**config.mk**
```make
export PLATFORM = sky130hd
export DESIGN_NAME = hazard_mdu_cnt
export DESIGN_NICKNAME = d
export VERILOG_FILES = /design/src/rtl/hazard_stall_pkg.sv /design/src/rtl/hazard_mdu_cnt.sv
export SDC_FILE = /design/constraint.sdc
export NUM_CORES = 1
export LEC_CHECK = 0
export BUFFER_PORTS_ARGS = -buffer_cell sky130_fd_sc_hd__buf_2
export CORE_AREA = 3 3 40 42
export CTS_CLUSTER_DIAMETER = 120
export DETAILED_ROUTE_END_ITERATION = 10
export DIE_AREA = 0 0 43 45
export GPL_ROUTABILITY_DRIVEN = 0
export PLACE_DENSITY = 0.32
export SETUP_SLACK_MARGIN = 0.4
export SYNTH_ARGS = -nofsm -noshare
export SYNTH_HDL_FRONTEND = slang
export SYNTH_SLANG_ARGS = --single-unit
```
**constraint.sdc**
```tcl
create_clock -name clk -period 1.3 [get_ports clk]
set_input_delay 0.39 -clock clk [delete_from_list [all_inputs] [get_ports clk]]
set_output_delay 0.39 -clock clk [all_outputs]
set_load 0.01 [all_outputs]
```
**src/rtl/hazard_stall_pkg.sv**
```systemverilog
// Shared encodings and types for the hazard/stall controller and its MDU busy counter.
// Tuse/Tnew latency codes, default MDU occupancy, shadow-pipeline entry type and compare helpers.
package hazard_stall_pkg;

    localparam logic [1:0] TUSE_BRANCH = 2'd0;
    localparam logic [1:0] TUSE_ALU    = 2'd1;
    localparam logic [1:0] TUSE_STORE  = 2'd2;
    localparam logic [1:0] TUSE_NONE   = 2'd3;

    localparam logic [1:0] TNEW_JAL  = 2'd0;
    localparam logic [1:0] TNEW_ALU  = 2'd1;
    localparam logic [1:0] TNEW_LOAD = 2'd2;

    localparam int MULT_CYC_DEF = 5;
    localparam int DIV_CYC_DEF  = 10;

    typedef logic [4:0] reg_idx_t;
    typedef logic [1:0] lat_t;

    typedef struct packed {
        reg_idx_t a3;
        lat_t     tnew;
    } shadow_t;

    // Remaining latency one stage later; a result that is already bypassable stays at 0.
    function automatic lat_t tnew_dec(lat_t t);
        return (t == TNEW_JAL) ? TNEW_JAL : lat_t'(t - 2'd1);
    endfunction

    function automatic logic src_hazard(reg_idx_t src, lat_t tuse, shadow_t ex, shadow_t mem);
        logic live;
        live = (tuse != TUSE_NONE) && (src != '0);
        return live && (((src == ex.a3) && (tuse < ex.tnew)) ||
                        ((src == mem.a3) && (tuse < mem.tnew)));
    endfunction

endpackage

```
**src/rtl/hazard_mdu_cnt.sv**
```systemverilog
// HI/LO multiply/divide occupancy counter: loads the operation length on issue, counts down to idle.
// Decrement runs regardless of pipeline stall/flush so an issued operation always completes.
module hazard_mdu_cnt
    import hazard_stall_pkg::*;
#(
    parameter int MULT_CYC = MULT_CYC_DEF,
    parameter int DIV_CYC  = DIV_CYC_DEF
) (
    input  logic clk,
    input  logic reset_n,
    input  logic load_i,
    input  logic div_i,
    output logic busy_o
);

    localparam int CW = $clog2(DIV_CYC + 1);
    localparam logic [CW-1:0] MULT_LD = CW'(MULT_CYC);
    localparam logic [CW-1:0] DIV_LD  = CW'(DIV_CYC);

    logic [CW-1:0] cnt_q;
    logic [CW-1:0] cnt_d;

    always_comb begin
        // NOTE: default the next-state value first so no path leaves it unassigned (no latch).
        cnt_d = cnt_q;
        if (cnt_q != '0) begin
            cnt_d = cnt_q - 1'b1;
        end
        if (load_i) begin
            cnt_d = div_i ? DIV_LD : MULT_LD;
        end
    end

    // NOTE: registers use non-blocking assignment so every flop samples pre-edge values.
    always_ff @(posedge clk or negedge reset_n) begin
        if (!reset_n) begin
            cnt_q <= '0;
        end else begin
            cnt_q <= cnt_d;
        end
    end

    assign busy_o = (cnt_q != '0);

endmodule

```
==> out/qor.yml <==
synth_top_flop_cell: "dfrtp_1"
multi_input_area_sq_um: 158.9
crit_type: "flip-flop to output port"
area_growth_pct: 74.07
design_area_sq_um: 411.6
violations: "negative setup slack"
fin_nets: 45
power.density_nw_per_um2: 1250
post-route-period-util: 1.222
largest_register: "cnt_q"
synth_largest_area_cell: "dfrtp_1"
core_area_sq_um: 1285
grt_pass1_wl_um: 945
fillers: 139
drv_cap: 0
synth_warnings: 0
h-tree-depth: 1
path_clk_slew_ns: 0.04
ys_types: 13
drt_pass1_iterations: 2
yosysMostFrequentCell: "dfrtp_1"
dp_cells: 43
ys_seq_elements: 4
top_regs: "cnt_q (4)"
clock_path_buffers: 2
ir_drop_mv: 0.5369
seq_area_sq_um: 100.1
io_pins: 5
largest_reg_flops: 4
drive_gt1_frac: 0.5946
netlist_instances: 21
vias: 202
drt_iter0_drc: 2
drv_slew: 0
clock_latency_ns: 0.23
synthDominantCellAreaShare: 0.4233
hold_path_class: "primary input to flip-flop"
finalWirelength_um: 486
setup_tns_ns: -0.5610
synthArstFlopShare: 1.000
row_count: 13
rsz0062_at_grt: "yes"
fmax_ghz: 0.6294
cts_tree: "yes"
avgSynthCellArea_sq_um: 11.26
die-width_um: 43
n_antenna_cell: 0
cp-end-kind: "output port"
synth_edf_count: 0
finalHoldViolCount: 0
slew-limit-headroom: 0.8145
grt_max_degree: 6
status: "finished, violations left"
yosysSeqAreaShare: 0.4233
setup_slack_ns: -0.2888
numPortBuffers: 4
cts_root_buf: "clkbuf_4"
grt.total_usage: 0.07018
clkSinkCount: 4
hold_ws_ns: 0.4171
finalSetupViolCount: 5
synth_area_leaders: "dfrtp_1, ha_1, nor3b_4"
wire_per_inst_um: 9.346
finalCriticalPeriod_ns: 1.589
antenna_left: 0
grt_pass1_vias: 224
yosys-top-cells-count: "dfrtp_1, inv_1, ha_1, o21a_1, xnor2_1"
cts_buffers: 3
antenna_found_initial: 0
floorplan.initialDensity: 0.1840
final_core_util: 0.3204
die-area_sq_um: 1935
cellLeakagePower_nw: 0.1840
instances_no_fill: 52
syn_area_sq_um: 236.5
overflow: 0
drcViolationCount: 0
critPathRequiredTime_ns: 0.91
tightest_slew_ns: 0.2763
cp_max_fo: 2
vias_per_cell: 3.885
skew_ns: 0.0001332
critPathLaunchType: "flip-flop"
post_dp_cell_area_sq_um: 310.3
synth_nets: 27
crit_arrival_ns: 1.20
die_height_um: 45
-- where the power goes --
group	switching [mW]	internal (mW)
registers	0.0221	0.146
clock network	0.0467	0.103
logic	0.0772	0.119
-- cells in the final DEF (no fill, tap or decap), drive strengths merged, types with 2 or more instances in the layout --
cell and instances:
buf 12, dfrtp 4, inv 3, clkbuf 3
o21a 2, xnor2 2, ha 2
-- repair_timing --
action	CTS	global route
setup endpoints to repair	5	5
gates resized for setup	4	1
pin swaps	2	4
endpoints found under the hold margin	4	0
hold buffers	1	0
buffers inserted	4	1
-- layout make-up --
| cell class | instances | area share |
|---|---|---|
| repair buffers | 13 | 0.2432 |
| clock buffers | 3 | 0.05471 |
| flip-flops and latches | 4 | 0.2432 |
| multi-input cells | 14 | 0.3860 |
| well taps | 15 | 0.04559 |
| inverters | 3 | 0.02736 |
-- through the flow --
step | setup slack, ns | total power, mW
floorplan | 0.01125 | 0.2559
global placement | -0.07034 | 0.3086
detailed placement | -0.03364 | 0.3022
CTS | -0.2802 | 0.5093
global route | -0.3604 | 0.5616
finish | -0.2888 | 0.5145
-- logic make-up after synthesis --
logic type / Yosys count / synth area share
AOI/OAI and AO/OA: 4 / 0.1164
buffers and inverters: 3 / 0.04762
xor gates and xnor gates: 2 / 0.07409
DFF: 4 / 0.4233
adders and majority gates: 2 / 0.1058
and+or+nand+nor: 4 / 0.1428
muxes: 2 / 0.08995
-- metal layers --
layer	up-vias	track usage	wire length (um)
li1	105	-	-
met1	94	0.09246	250
met2	3	0.08383	226
met3	0	0.02390	9
met4	0	0.07229	0
met5	-	0	0
-- worst max-delay path: stages (launching register included) --
cell and delay [ns]:
dfrtp_1 0.38, inv_2 0.09, ha_4 0.13, nor3b_4 0.20, inv_2 0.05, buf_6 0.11
-- path summary, 6_finish.rpt --
path / from / to / slack [ns] / depth (start not counted)
max: cnt_q[0] / busy_o / -0.29 / 5
min: load_i / cnt_q[2] / 0.42 / 2
max reg2reg: cnt_q[0] / cnt_q[1] / -0.11 / 7
min reg2reg: cnt_q[3] / cnt_q[3] / 0.68 / 2
max in group asynchronous: reset_n / cnt_q[0] / 0.69 / 2
min in group asynchronous: reset_n / cnt_q[3] / 0.49 / 2
No activity file was read; power rests on OpenSTA's default activity.
